## src/rtl/bcd_hour_counter_if.sv

```systemverilog
// Bus bundle for the BCD hour counter: hour carry, load port and hour display outputs.
interface bcd_hour_counter_if;
  logic       c_hr;
  logic       set_en;
  logic [1:0] set_lhbcd;
  logic [3:0] set_rhbcd;
  logic       set_pm;
  logic [1:0] lhbcd;
  logic [3:0] rhbcd;
  logic       pm;
  logic       c_day;
  logic       set_err;

  modport master (
    output c_hr, set_en, set_lhbcd, set_rhbcd, set_pm,
    input  lhbcd, rhbcd, pm, c_day, set_err
  );

  modport slave (
    input  c_hr, set_en, set_lhbcd, set_rhbcd, set_pm,
    output lhbcd, rhbcd, pm, c_day, set_err
  );
endinterface

```

## src/rtl/bcd_hour_counter.sv

```systemverilog
// Two-digit BCD hour counter (12h with AM/PM or 24h) advanced by rising edges of c_hr.
// Define BCD_HOUR_CHR_SYNC_EN to put c_hr through a two-flop synchroniser before edge detection.
module bcd_hour_counter #(
  parameter bit HOUR24 = 1'b0
) (
  input  logic               CLK,
  input  logic               clear,
  bcd_hour_counter_if.slave  bus
);

`ifdef BCD_HOUR_CHR_SYNC_EN
  localparam int SYNC_LEN = 2;
`else
  localparam int SYNC_LEN = 1;
`endif

  localparam logic [1:0] RST_L = HOUR24 ? 2'd0 : 2'd1;
  localparam logic [3:0] RST_R = HOUR24 ? 4'd0 : 4'd2;

  logic [SYNC_LEN-1:0] chr_pipe;
  logic                chr_cur;
  logic                chr_prev;
  logic                chr_evt;

  logic [1:0] hr_l_reg;
  logic [3:0] hr_r_reg;
  logic       pm_reg;
  logic       c_day_reg;
  logic       set_err_reg;

  logic [1:0] cnt_l;
  logic [3:0] cnt_r;
  logic       cnt_pm;
  logic       cnt_day;
  logic       ld_legal;
  logic       ld_pm;

  genvar gi;
  generate
    for (gi = 0; gi < SYNC_LEN; gi++) begin : g_sync
      logic d;
      logic q;
      if (gi == 0) begin : g_first
        assign d = bus.c_hr;
      end else begin : g_rest
        assign d = chr_pipe[gi-1];
      end
      always_ff @(posedge CLK or posedge clear) begin
        if (clear) q <= 1'b0;
        else       q <= d;
      end
      assign chr_pipe[gi] = q;
    end
  endgenerate

  assign chr_cur = chr_pipe[SYNC_LEN-1];
  assign chr_evt = chr_cur & ~chr_prev;

  // Next hour on a count event; an out-of-range held state falls back to the reset hour.
  always_comb begin
    cnt_l   = RST_L;
    cnt_r   = RST_R;
    cnt_pm  = 1'b0;
    cnt_day = 1'b0;
    if (HOUR24) begin
      if ((hr_l_reg < 2'd2 && hr_r_reg <= 4'd9) || (hr_l_reg == 2'd2 && hr_r_reg <= 4'd3)) begin
        if (hr_l_reg == 2'd2 && hr_r_reg == 4'd3) begin
          cnt_l   = 2'd0;
          cnt_r   = 4'd0;
          cnt_day = 1'b1;
        end else if (hr_r_reg == 4'd9) begin
          cnt_l = hr_l_reg + 2'd1;
          cnt_r = 4'd0;
        end else begin
          cnt_l = hr_l_reg;
          cnt_r = hr_r_reg + 4'd1;
        end
        cnt_pm = (cnt_l == 2'd2) || (cnt_l == 2'd1 && cnt_r >= 4'd2);
      end
    end else begin
      if ((hr_l_reg == 2'd0 && hr_r_reg >= 4'd1 && hr_r_reg <= 4'd9) ||
          (hr_l_reg == 2'd1 && hr_r_reg <= 4'd2)) begin
        cnt_pm = pm_reg;
        if (hr_l_reg == 2'd1 && hr_r_reg == 4'd2) begin
          cnt_l = 2'd0;
          cnt_r = 4'd1;
        end else if (hr_l_reg == 2'd1 && hr_r_reg == 4'd1) begin
          cnt_l   = 2'd1;
          cnt_r   = 4'd2;
          cnt_pm  = ~pm_reg;
          cnt_day = pm_reg;
        end else if (hr_r_reg == 4'd9) begin
          cnt_l = 2'd1;
          cnt_r = 4'd0;
        end else begin
          cnt_l = hr_l_reg;
          cnt_r = hr_r_reg + 4'd1;
        end
      end
    end
  end

  always_comb begin
    ld_legal = 1'b0;
    ld_pm    = bus.set_pm;
    if (HOUR24) begin
      ld_legal = (bus.set_lhbcd < 2'd2 && bus.set_rhbcd <= 4'd9) ||
                 (bus.set_lhbcd == 2'd2 && bus.set_rhbcd <= 4'd3);
      ld_pm    = (bus.set_lhbcd == 2'd2) || (bus.set_lhbcd == 2'd1 && bus.set_rhbcd >= 4'd2);
    end else begin
      ld_legal = (bus.set_lhbcd == 2'd0 && bus.set_rhbcd >= 4'd1 && bus.set_rhbcd <= 4'd9) ||
                 (bus.set_lhbcd == 2'd1 && bus.set_rhbcd <= 4'd2);
    end
  end

  // A load, accepted or not, swallows any count event detected in the same cycle.
  always_ff @(posedge CLK or posedge clear) begin
    if (clear) begin
      hr_l_reg    <= RST_L;
      hr_r_reg    <= RST_R;
      pm_reg      <= 1'b0;
      c_day_reg   <= 1'b0;
      set_err_reg <= 1'b0;
      chr_prev    <= 1'b0;
    end else begin
      chr_prev    <= chr_cur;
      c_day_reg   <= 1'b0;
      set_err_reg <= 1'b0;
      if (bus.set_en) begin
        if (ld_legal) begin
          hr_l_reg <= bus.set_lhbcd;
          hr_r_reg <= bus.set_rhbcd;
          pm_reg   <= ld_pm;
        end else begin
          set_err_reg <= 1'b1;
        end
      end else if (chr_evt) begin
        hr_l_reg  <= cnt_l;
        hr_r_reg  <= cnt_r;
        pm_reg    <= cnt_pm;
        c_day_reg <= cnt_day;
      end
    end
  end

  assign bus.lhbcd   = hr_l_reg;
  assign bus.rhbcd   = hr_r_reg;
  assign bus.pm      = pm_reg;
  assign bus.c_day   = c_day_reg;
  assign bus.set_err = set_err_reg;

endmodule

```

## src/flat_wrapper.sv

```systemverilog
// flat-port wrapper written by rule: the top's interface ports become plain ports
module bcd_hour_counter_flat 
#(
  parameter bit HOUR24 = 1'b0
)
  (CLK, clear, bus_c_hr, bus_set_en, bus_set_lhbcd, bus_set_rhbcd, bus_set_pm, bus_lhbcd, bus_rhbcd, bus_pm, bus_c_day, bus_set_err);
  bcd_hour_counter_if bus_i ();
  input  logic CLK;
  input  logic clear;
  input wire logic [$bits(bus_i.c_hr)-1:0] bus_c_hr;
  input wire logic [$bits(bus_i.set_en)-1:0] bus_set_en;
  input wire logic [$bits(bus_i.set_lhbcd)-1:0] bus_set_lhbcd;
  input wire logic [$bits(bus_i.set_rhbcd)-1:0] bus_set_rhbcd;
  input wire logic [$bits(bus_i.set_pm)-1:0] bus_set_pm;
  output wire logic [$bits(bus_i.lhbcd)-1:0] bus_lhbcd;
  output wire logic [$bits(bus_i.rhbcd)-1:0] bus_rhbcd;
  output wire logic [$bits(bus_i.pm)-1:0] bus_pm;
  output wire logic [$bits(bus_i.c_day)-1:0] bus_c_day;
  output wire logic [$bits(bus_i.set_err)-1:0] bus_set_err;
  assign bus_i.c_hr = bus_c_hr;
  assign bus_i.set_en = bus_set_en;
  assign bus_i.set_lhbcd = bus_set_lhbcd;
  assign bus_i.set_rhbcd = bus_set_rhbcd;
  assign bus_i.set_pm = bus_set_pm;
  assign bus_lhbcd = bus_i.lhbcd;
  assign bus_rhbcd = bus_i.rhbcd;
  assign bus_pm = bus_i.pm;
  assign bus_c_day = bus_i.c_day;
  assign bus_set_err = bus_i.set_err;
  bcd_hour_counter #(.HOUR24(HOUR24)) u_core (.CLK(CLK), .clear(clear), .bus(bus_i));
endmodule
```

## config.mk

```make
export PLATFORM = sky130hd
export DESIGN_NAME = bcd_hour_counter_flat
export DESIGN_NICKNAME = d
export VERILOG_FILES = /design/src/rtl/bcd_hour_counter_if.sv /design/src/rtl/bcd_hour_counter.sv /design/src/flat_wrapper.sv
export SDC_FILE = /design/constraint.sdc
export NUM_CORES = 1
export LEC_CHECK = 0
export ABC_CLOCK_PERIOD_IN_PS = 1960
export BUFFER_PORTS_ARGS = -buffer_cell sky130_fd_sc_hd__buf_2
export CORE_MARGIN = 2
export CORE_UTILIZATION = 40
export CTS_CLUSTER_DIAMETER = 100
export DETAILED_ROUTE_END_ITERATION = 8
export REMOVE_ABC_BUFFERS = 1
export SLEW_MARGIN = 10
export SYNTH_ARGS = -nofsm -noshare
export SYNTH_HDL_FRONTEND = slang
export SYNTH_SLANG_ARGS = --single-unit
```

## constraint.sdc

```tcl
create_clock -name CLK -period 1.96 [get_ports CLK]
set_clock_uncertainty 0.15 [all_clocks]
set_input_delay 0.196 -clock CLK [delete_from_list [all_inputs] [get_ports CLK]]
set_output_delay 0.196 -clock CLK [all_outputs]
set_load 0.01 [all_outputs]
```

# After elaboration in Yosys (flattened, before gate mapping)
# Cells that the tools add are included.
[classes]
bitwise = 3
magnitude_cmp = 6
n_reduce_logical = 16
mul = 0
n_eq_ne = 9
muxes = 27
n_shift = 0
addsub = 1
div = 0
[ops]
columns = ["cell", "count"]
rows = [
  ["$mux W4", 7],
  ["$mux W2", 7],
  ["$mux W1", 13],
  ["$ge A4 B1 Y1 const B", 2],
  ["$le A4 B2 Y1 const B", 2],
  ["$le A4 B4 Y1 const B", 2],
  ["$logic_and A1 B1 Y1", 8],
  ["$ne A3 B3 Y1 const B", 2],
  ["$ne A5 B5 Y1 const B", 1],
  ["$add A4 B1 Y4 const B", 1],
  ["$eq A2 B1 Y1 const B", 2],
  ["$eq A4 B1 Y1 const B", 1],
  ["$eq A4 B2 Y1 const B", 1],
  ["$eq A4 B4 Y1 const B", 1],
  ["$logic_not A2 Y1", 2],
  ["$reduce_and A4 Y1", 1],
  ["$reduce_and A3 Y1", 1],
  ["$logic_or A1 B1 Y1", 2],
  ["$ne A2 B1 Y1 const B", 1],
  ["$not A1 Y1", 2],
  ["$reduce_and A2 Y1", 1],
  ["$reduce_bool A2 Y1", 1],
  ["$and A1 B1 Y1", 1],
]
[totals]
ramBits = 0
latch_bits = 0
n_memories = 0
rom_bits = 0
register_bits = 11
word_cells = 69
output_inout_bits = 9

# Depth between registers and ports, before layout
# Gate-level depths: netlist of the first run.
[depth]
ltp_word = 7
ltp_mapped = 7
mapped_depth_nobuf = 5

# Worst setup path after synthesis of the first run
# No wires, ideal clock.
[synth_path]
path_kind = "register to register"
startpoint = "reg u_core.hr_r_reg[3] (netlist: u_core.bus.rhbcd[3])"
endpoint = "reg u_core.hr_l_reg[0] (netlist: u_core.bus.lhbcd[0])"
path_stages_with_launch = 6
t_arrival_ps = 1619
period_less_slack_ps = 1851
required_time_ps = 1728
setup_ps = 82
path_buffers = 0
setup_slack_ps = 109
cell_sequence = "dfrtp_1 or2_1 or4_4 nand4_4 o21ai_2 mux2_4"
[synth_via]
elab_chain_len = 7
word_cells_on_any_way = 19
classes_between = "order compare: 3; eq/ne: 4; mux: 5; reduce/logical: 7"
[synth_lines]
columns = ["element", "line", "rtl"]
rows = [
  ["start, declared", "bcd_hour_counter.sv:26", "logic [3:0] hr_r_reg;"],
  ["start signal, assigned", "bcd_hour_counter.sv:132", "hr_r_reg <= bus.set_rhbcd;"],
  ["start signal, assigned", "bcd_hour_counter.sv:139", "hr_r_reg <= cnt_r;"],
  ["$ge A4 B1 Y1 / $eq A4 B1 Y1 (equally long branches)", "bcd_hour_counter.sv:81, bcd_hour_counter.sv:87", ""],
  ["$logic_and A1 B1 Y1, on equally long branches", "bcd_hour_counter.sv:81, bcd_hour_counter.sv:87", ""],
  ["$logic_and A1 B1 Y1 / $mux W2 (equally long branches)", "bcd_hour_counter.sv:81, bcd_hour_counter.sv:87", ""],
  ["$logic_or A1 B1 Y1 / $mux W2 (equally long branches)", "bcd_hour_counter.sv:81, bcd_hour_counter.sv:84", ""],
  ["$mux W2", "bcd_hour_counter.sv:81", "if ((hr_l_reg == 2'd0 && hr_r_reg >= 4'd1 && hr_r_reg <= 4'd9) ||"],
  ["$mux W2", "bcd_hour_counter.sv:137", "end else if (chr_evt) begin"],
  ["$mux W2", "bcd_hour_counter.sv:129", "if (bus.set_en) begin"],
  ["end signal, assigned", "bcd_hour_counter.sv:131", "hr_l_reg <= bus.set_lhbcd;"],
  ["end signal, assigned", "bcd_hour_counter.sv:138", "hr_l_reg <= cnt_l;"],
  ["end, declared", "bcd_hour_counter.sv:25", "logic [1:0] hr_l_reg;"],
]
# Parallel ways exist; a longest one is shown, timed or not. The select of a mux whose other input is x is not followed.
# A chain may end at the register's enable or synchronous reset.

# Worst setup path after layout of the first run
[layout_path]
startpoint = "reg u_core.hr_r_reg[0] (netlist: u_core.bus.rhbcd[0])"
endpoint = "reg u_core.hr_l_reg[0] (netlist: u_core.bus.lhbcd[0])"
# Same word-level chain as after synthesis.

==> flow_metrics.py, run 1 <==
metrics = {
    "status": {
        "status": "finished clean",
    },
    "die": {
        "fp.dieArea_um2": 2096,
        "fp.dieW_um": 45.78,
        "die_y_um": 45.78,
        "placementRows": 15,
        "core_um2": 1689,
        "start_util_pct": 41.33,
        "io_pins": 20,
    },
    "timing": {
        "min_period_ns": 1.881,
        "grt_setup_unrepaired": "false",
        "finalCritPeriodShare_pct": 95.98,
        "max_freq_mhz": 531.6,
        "maxSlewViolCount": 0,
        "hold_viol_final": 0,
        "fin_ws_ns": 0.07883,
        "setup_tns_ns": 0,
        "relSlewSlack_pct": 51.50,
        "setup_viol": 0,
        "tightest_slew_ns": 0.7231,
    },
    "worst_setup_path": {
        "crit_path_max_fanout": 9,
        "required_ns": 2.01,
        "cp.arrival_ns": 1.93,
        "rr_startpoint": "u_core.bus.rhbcd[0]",
        "crit_path_start": "u_core.bus.rhbcd[0]",
        "worst_setup_path_start_kind": "flop",
        "cp-end-kind": "flop",
        "path_class": "flop to flop",
    },
    "placed_design": {
        "gp_congestion": 0.8159,
        "place.detailed.hpwl_mm": 1.201,
        "io_buffers": 19,
        "place_ws_ns": -0.01153,
    },
    "cells_and_area": {
        "diodes": 0,
        "nets": 111,
        "largest_reg_flops": 4,
        "final_layout_size_suffix_gt1_share_pct": 35.35,
        "fillCellCount": 161,
        "syn2layout_area_growth_pct": 23.84,
    },
    "detailed_routing": {
        "wl_per_cell_um": 13.77,
        "vias_per_cell": 5.578,
        "drt_iter0_drc": 8,
        "drc_errors": 0,
        "routed_wl_mm": 1.597,
        "num_vias": 647,
        "drt_first_pass_iters": 4,
        "ant_nets": 0,
    },
    "run": {
        "cap_violations": 0,
    },
    "synthesis": {
        "synth_top_area_share_pct": 32.26,
        "yosysTopAreaCell": "dfrtp_1",
        "ys_types": 35,
        "syn_area_per_cell_um2": 9.309,
        "synth_edf_count": 0,
        "synth_area_leaders": "dfrtp_1, dfstp_2, o21ai_0, nand2_1, nor2b_1",
        "synthTopCellsByCount": "dfrtp_1, nand2_1, o21ai_0",
        "synth_top_family_by_area": "simple AND/OR/NAND/NOR gates",
        "synth_mux_area_share_pct": 5.018,
        "synthCells": 75,
        "synthAdderAreaFrac_pct": 0,
        "synthSimpleGateAreaFrac_pct": 25.99,
        "synth_xor_area_share_pct": 0,
        "post_synth_instance_area_um2": 698.2,
        "ys_warn_count": 0,
        "async_flop_share_pct": 100.0,
        "synth-main-ff-cell": "dfrtp_1",
        "synth_compound_area_share_pct": 23.66,
        "synth-seq-cells": 11,
        "ys_seq_area_share_pct": 39.78,
    },
    "power": {
        "clockPowerShare_pct": 17.1,
        "p_seq_share_pct": 36.6,
        "fin_total_pwr_uw": 935.2,
        "peakVddDrop_v": 0.0004693,
        "p_sw_uw": 363.7,
        "swShare_pct": 38.89,
        "leakage_nw": 0.3960,
        "p_int_uw": 571.5,
        "p_comb_share_pct": 46.3,
        "pwr_density_cell_nw_per_um2": 1082,
    },
    "clock_network": {
        "clkTransAtPathRegs_ns": 0.07,
        "root_buffer": "clkbuf_4",
        "clock_latency_ns": 0.28,
        "cts_setup_buffers": 0,
        "clock_sinks": 11,
        "cts_tree": "built",
        "clockBufferDepth": 2,
        "htree_num_levels": 1,
        "cts_buffers": 3,
    },
    "global_route": {
        "grt-ovfl-total": 0,
        "grt_util_all_layers_pct": 18.90,
        "grt_max_degree": 12,
        "grt_first_pass_wirelength_mm": 2.635,
        "grt_pass1_vias": 617,
        "antenna_found_initial": 0,
    },
    "min_path": {
        "hold_class": "input port to flop",
        "hold_start": "bus_set_rhbcd[0]",
    },
}
final cells by class:
cell class                      count  area [um^2]  area share, %
Multi-Input combinational cell     56        386.6          44.72
Sequential cell                    11        277.8          32.13
Timing Repair Buffer               24        137.6          15.92
Clock buffer                        4        26.28          3.039
Tap cell                           17        21.27          2.460
Inverter                            4        15.01          1.737
worst max-delay path: stages, from the launching register on:
cell     delay [ns]
dfrtp_1        0.44
and2_1         0.21
o21ai_0        0.29
nand4_4        0.22
o21ai_2        0.19
mux2_4         0.31
metal layers:
layer / wire (um) / track usage (%) / share of wire, %
met5: 0 / 0 / 0
met4: 55 / 17.14 / 3.4
met3: 111 / 5.952 / 7.0
met2: 641 / 22.54 / 40
met1: 788 / 26.17 / 49
cells in the final DEF (no fill, tap or decap), types with 2 or more instances in the layout:
| cell | count |
|---|---|
| o22a_1 | 2 |
| dfstp_2 | 2 |
| clkbuf_4 | 3 |
| dlygate4sd3_1 | 2 |
| nand2_1 | 9 |
| dfrtp_1 | 9 |
| buf_4 | 3 |
| a21oi_1 | 4 |
| nor2_1 | 5 |
| mux2i_1 | 2 |
| o21ai_0 | 7 |
| buf_2 | 19 |
| inv_1 | 4 |
| a22o_1 | 2 |
| nor2b_1 | 4 |
stage by stage:
stage	hold slack (ns)	std cells	utilization [%]	cell area [um^2]
after floorplan	-0.1030	71	-	674.4
after global placement	0.05973	110	48.15	813.3
after detailed placement	0.06402	110	48.15	813.3
after CTS	0.1184	116	50.89	859.6
after global routing	0.1491	116	51.19	864.6
final	0.1186	116	51.19	864.6
repair_timing:
action                                  4_1_cts  5_1_grt
hold buffers                                  2        0
endpoints found under the setup margin        0        1
gates resized for setup                       0        1
endpoints found under the hold margin        10        0
final timing paths:
path                                            end  slack [ns]  cells after the start
worst max-delay path            u_core.bus.lhbcd[0]        0.08                      5
worst min-delay path            u_core.bus.rhbcd[0]        0.12                      3
worst max register to register  u_core.bus.lhbcd[0]        0.08                      5
worst min register to register      u_core.chr_prev        0.26                      0
max in group asynchronous       u_core.bus.lhbcd[0]        1.02                      3
min in group asynchronous       u_core.bus.lhbcd[1]        0.31                      3
kinds of logic (layout without fill, tap and decap cells):
group / Yosys count / after routing
buffers and inverters: 8 / 32
muxes: 3 / 3
AOI/OAI and AO/OA: 23 / 23
and+or+nand+nor: 30 / 30
DFF: 11 / 11
power by group through the flow:
stage,Combinational (mW),Sequential [mW],Clock (mW)
finish,0.433,0.343,0.160
floorplan,0.238,0.377,0
global route,0.477,0.355,0.183
global placement,0.422,0.346,0
CTS,0.428,0.342,0.168
detailed placement,0.423,0.347,0
No activity file was read; power rests on OpenSTA's default activity.
==> inputs of run 2 (changes only) <==
--- a/config.mk
+++ b/config.mk
@@ -9,7 +9,6 @@
 export BUFFER_PORTS_ARGS = -buffer_cell sky130_fd_sc_hd__buf_2
 export CORE_MARGIN = 2
 export CORE_UTILIZATION = 40
-export CTS_CLUSTER_DIAMETER = 100
 export DETAILED_ROUTE_END_ITERATION = 8
 export REMOVE_ABC_BUFFERS = 1
 export SLEW_MARGIN = 10
==> constraint.sdc (replaced) <==
create_clock -name CLK -period 1.96 [get_ports CLK]
set_clock_uncertainty 0.15 [all_clocks]
set_input_delay 0.098 -clock CLK [delete_from_list [all_inputs] [get_ports CLK]]
set_output_delay 0.098 -clock CLK [all_outputs]
set_load 0.01 [all_outputs]
==> flow_metrics.py, run 2 (synthesis results as in run 1) <==
metrics = {
    "placed_design": {
        "io_buffers": 19,
        "detailed_place.area_um2": 813.3,
        "gp_congestion": 0.7488,
        "place_ws_ns": 0.01377,
    },
    "die": {
        "fp.dieW_um": 45.78,
        "fp.dieArea_um2": 2096,
        "io_pins": 20,
        "placementRows": 15,
        "die_y_um": 45.78,
        "core_um2": 1689,
        "start_util_pct": 41.33,
    },
    "cells_and_area": {
        "nets": 111,
        "final_cell_mix": "buf_2, nand2_1, dfrtp_1, o21ai_0, nor2_1",
        "largest_reg_flops": 4,
        "syn2layout_area_growth_pct": 23.84,
        "final_layout_size_suffix_gt1_share_pct": 35.35,
        "diodes": 0,
        "design_area_um2": 864.6,
        "final_core_util_pct": 51.19,
        "layout_commonest_cell": "buf_2",
    },
    "power": {
        "leakage_nw": 0.3961,
        "fin_total_pwr_uw": 931.1,
        "pwr_density_cell_nw_per_um2": 1077,
        "peakVddDrop_v": 0.0005234,
    },
    "timing": {
        "tightest_slew_ns": 0.7790,
        "setup_viol": 0,
        "relSlewSlack_pct": 47.75,
        "maxSlewViolCount": 0,
        "min_period_ns": 1.864,
        "hold_viol_final": 0,
        "finalCritPeriodShare_pct": 95.08,
        "setup_tns_ns": 0,
        "max_freq_mhz": 536.6,
        "fin_ws_ns": 0.09646,
    },
    "worst_setup_path": {
        "path_class": "flop to flop",
        "cp.arrival_ns": 1.93,
        "cp-end-kind": "flop",
        "crit_path_max_fanout": 9,
        "worst_setup_path_start_kind": "flop",
        "required_ns": 2.02,
    },
    "detailed_routing": {
        "drt_first_pass_iters": 4,
        "num_vias": 650,
        "routed_wl_mm": 1.571,
        "vias_per_cell": 5.603,
        "ant_nets": 0,
        "top_layer": "met4",
        "wl_met3_um": 116,
        "wl_met1_um": 801,
        "wl_per_cell_um": 13.54,
        "wl_met2_um": 610,
        "drt_iter0_drc": 14,
        "drc_errors": 0,
    },
    "clock_network": {
        "clock_latency_ns": 0.28,
        "cts_setup_buffers": 0,
        "clock_sinks": 11,
        "cts_tree": "built",
        "root_buffer": "clkbuf_4",
        "cts_buffers": 3,
        "clkTransAtPathRegs_ns": 0.08,
        "clockBufferDepth": 2,
        "htree_num_levels": 1,
    },
    "min_path": {
        "hold_class": "input port to flop",
    },
    "global_route": {
        "grt_max_degree": 12,
        "grt_util_all_layers_pct": 17.43,
        "grt_pass1_vias": 503,
        "grt-ovfl-total": 0,
        "antenna_found_initial": 0,
        "grt_first_pass_wirelength_mm": 2.484,
    },
    "run": {
        "cap_violations": 0,
    },
    "status": {
        "status": "finished clean",
    },
}
-- run 2: cell counts in the layout (fill, tap and decap cells not counted) --
No cell type changed its count.
-- run 2: through the flow --
stage / hold WS (ns) / instances
after floorplan: -0.2010 / 71
after global placement: -0.03935 / 110
after detailed placement: -0.03540 / 110
after CTS: 0.01110 / 116
after global routing: 0.04235 / 116
final: 0.007265 / 116
-- run 2: final cells by class --
class                           count  area, um^2
Sequential cell                    11       277.8
Clock buffer                        4       26.28
Tap cell                           17       21.27
Inverter                            4       15.01
Timing Repair Buffer               24       137.6
Fill cell                         173       824.5
Multi-Input combinational cell     56       386.6
-- run 2: repair_timing --
item,in CTS,in global routing
hold buffers,2,0
endpoints found under the hold margin,12,0
endpoints found under the setup margin,0,2
gates resized for setup,0,2
-- run 2: report_power, final --
group	internal (mW)	switching [mW]	leakage, nW	total (mW)
clock network	0.0789	0.0820	0.0150	0.161
registers	0.286	0.0562	0.134	0.343
logic	0.201	0.226	0.248	0.428
-- run 2: path summary, 6_finish.rpt --
path	start	end	slack, ns	depth (start not counted)
worst max register to register	u_core.bus.lhbcd[0]	u_core.bus.lhbcd[0]	0.1	5
worst max-delay path	u_core.bus.lhbcd[0]	u_core.bus.lhbcd[0]	0.1	5
worst min-delay path	bus_set_en	u_core.bus.set_err	0.007	3
max in group asynchronous	clear	u_core.bus.rhbcd[1]	1.14	3
min in group asynchronous	clear	u_core.bus.rhbcd[3]	0.19	3
worst min register to register	u_core.chr_cur	u_core.chr_prev	0.27	0
-- run 2: per-layer routing --
metal / track usage [%] / vias to the layer above
met5: 0 / -
met1: 26.17 / 302
met2: 22.25 / 26
li1: - / 318
met4: 10.29 / 0
met3: 3.968 / 4
-- run 2: worst max-delay path, cell delays in order (launching register included) --
cell     delay, ns
dfstp_2       0.40
or2_1         0.26
or4_4         0.44
nand4_4       0.14
o21ai_2       0.09
mux2_4        0.32
==> inputs of run 3 (changes only) <==
--- a/config.mk
+++ b/config.mk
@@ -7,9 +7,11 @@
 export LEC_CHECK = 0
 export ABC_CLOCK_PERIOD_IN_PS = 1960
 export BUFFER_PORTS_ARGS = -buffer_cell sky130_fd_sc_hd__buf_2
+export CAP_MARGIN = 20
 export CORE_MARGIN = 2
-export CORE_UTILIZATION = 40
+export CORE_UTILIZATION = 49
 export DETAILED_ROUTE_END_ITERATION = 8
+export PLACE_DENSITY = 0.76
 export REMOVE_ABC_BUFFERS = 1
 export SLEW_MARGIN = 10
 export SYNTH_ARGS = -nofsm -noshare
==> flow_metrics.py, run 3 (synthesis results as in run 1) <==
metrics = {
    "worst_setup_path": {
        "ff2ff_setup_slack_ns": 0.09,
        "worst_setup_path_start_kind": "flop",
        "critPathMaxStageDelay_ns": 0.43,
        "rr_startpoint": "u_core.bus.rhbcd[3]",
        "cpMaxStageDelayCell": "or4_4",
        "cp-end-kind": "flop",
        "r2r_cells": 5,
        "cp.arrival_ns": 1.88,
        "r2r_end": "u_core.bus.pm",
        "required_ns": 1.96,
        "crit_chain": "or2_1, or4_4, nand4_4, o21ai_0, a22o_1",
        "crit_path_max_fanout": 9,
        "cp_top_family": "simple AND/OR/NAND/NOR gates",
        "crit_buf_inv": 0,
        "path_class": "flop to flop",
        "crit_path_start": "u_core.bus.rhbcd[3]",
        "cp_num_cells": 5,
    },
    "clock_network": {
        "clock_latency_ns": 0.27,
        "cts_tree": "built",
        "clkTransAtPathRegs_ns": 0.08,
        "clockBufferDepth": 2,
        "root_buffer": "clkbuf_4",
        "cts_buffers": 3,
        "clock_sinks": 11,
        "htree_num_levels": 1,
    },
    "power": {
        "pwr_density_cell_nw_per_um2": 1078,
        "peakVddDrop_v": 0.0007458,
        "leakage_nw": 0.4025,
    },
    "timing": {
        "maxSlewViolCount": 0,
        "tightest_slew_ns": 0.5764,
        "max_freq_mhz": 533.7,
        "finalCritPeriodShare_pct": 95.60,
        "setup_viol": 0,
        "setup_tns_ns": 0,
        "min_period_ns": 1.874,
        "relSlewSlack_pct": 61.34,
        "grt_setup_unrepaired": "false",
        "hold_viol_final": 0,
    },
    "global_route": {
        "grt_util_all_layers_pct": 20.53,
        "grt_max_degree": 12,
        "grt_first_pass_wirelength_mm": 2.732,
        "antenna_found_initial": 0,
        "grt_pass1_vias": 613,
        "grt-ovfl-total": 0,
    },
    "status": {
        "status": "finished clean",
    },
    "cells_and_area": {
        "final_layout_size_suffix_gt1_share_pct": 37.00,
        "syn2layout_area_growth_pct": 25.27,
        "nets": 112,
        "final_cell_mix": "buf_2, nand2_1, dfrtp_1, o21ai_0, nor2_1",
        "diodes": 0,
        "multi_input_area_um2": 391.6,
        "ff_latch_area_um2": 277.8,
        "largest_reg_flops": 4,
        "layout_commonest_cell": "buf_2",
        "fillCellCount": 121,
        "final_cells": 115,
    },
    "min_path": {
        "holdPathStages": 3,
        "whs_endpoint": "u_core.bus.rhbcd[0]",
        "hold_start": "bus_set_rhbcd[0]",
        "hold_class": "input port to flop",
    },
    "placed_design": {
        "place.detailed.hpwl_mm": 1.202,
        "dp.cells": 109,
        "io_buffers": 19,
        "gp_congestion": 0.8717,
    },
    "detailed_routing": {
        "drc_errors": 0,
        "vias_per_cell": 5.478,
        "num_vias": 630,
        "wl_per_cell_um": 13.91,
        "ant_nets": 0,
        "routed_wl_mm": 1.600,
        "drt_first_pass_iters": 4,
        "drt_iter0_drc": 11,
    },
    "run": {
        "cap_violations": 0,
    },
    "die": {
        "start_util_pct": 52.99,
        "die_y_um": 41.75,
        "core_um2": 1318,
        "fp.dieW_um": 41.75,
        "placementRows": 13,
        "fp.dieArea_um2": 1743,
        "io_pins": 20,
    },
}
==> run 3: changes by cell type in the layout (fill, tap and decap cells not counted) <==
cell,delta
buf_4,+1
a211oi_2,+1
a211oi_1,-1
==> run 3: metal layers <==
metal | routed length [um] | up-vias | GRT usage (%) | part of all wire, %
met4 | 34 | 0 | 10.97 | 2.1
met1 | 722 | 287 | 26.59 | 45
met2 | 783 | 15 | 32.19 | 49
li1 | - | 323 | - | -
met3 | 60 | 5 | 3.913 | 3.8
met5 | 0 | - | 0 | 0
==> run 3: worst min-delay path, cell delays in order <==
cell and delay, ns:
buf_2 0.11, a2bb2oi_1 0.07, a21oi_1 0.13
==> run 3: timing repair <==
action | in CTS | in global routing
hold buffers | 2 | 0
gates resized for setup | 0 | 3
setup buffers | 0 | 0
setup endpoints to repair | 0 | 1
endpoints found under the hold margin | 12 | 0
==> run 3: power breakdown <==
group | internal, mW | total [mW] | leakage [nW] | switching, mW
logic | 0.211 | 0.441 | 0.254 | 0.230
registers | 0.287 | 0.345 | 0.134 | 0.0587
clock network | 0.0788 | 0.157 | 0.0150 | 0.0779
total | 0.576 | 0.943 | 0.403 | 0.367
==> run 3: worst max path at each step <==
stage                     endpoint  slack (ns)
2_1_floorplan  u_core.bus.lhbcd[0]        0.09
5_1_grt        u_core.bus.lhbcd[0]        0.03
3_5_place_dp   u_core.bus.lhbcd[0]        0.12
6_report             u_core.bus.pm        0.09
4_1_cts        u_core.bus.lhbcd[0]        0.10
3_3_place_gp   u_core.bus.lhbcd[0]        0.15
==> run 3: layout make-up <==
| type | instances | share of cell area, % |
|---|---|---|
| well taps | 15 | 2.146 |
| multi-input cells | 56 | 44.78 |
| inverters | 4 | 1.717 |
| flip-flops and latches | 11 | 31.76 |
| repair buffers | 25 | 16.60 |
| clock buffers | 4 | 3.004 |
==> run 3: stage by stage <==
step | utilization (%) | hold WS, ns | total power, mW | worst slack [ns] | instance area, um^2
after floorplan | - | -0.2010 | 0.6151 | 0.09388 | 674.4
after global placement | 62.11 | -0.05342 | 0.7630 | 0.1464 | 818.3
after detailed placement | 62.11 | -0.03761 | 0.7695 | 0.1195 | 818.3
after CTS | 65.62 | 0.02393 | 0.9372 | 0.1034 | 864.6
after global routing | 66.38 | 0.04677 | 1.013 | 0.02671 | 874.6
final | 66.38 | 0.03437 | 0.9431 | 0.08618 | 874.6
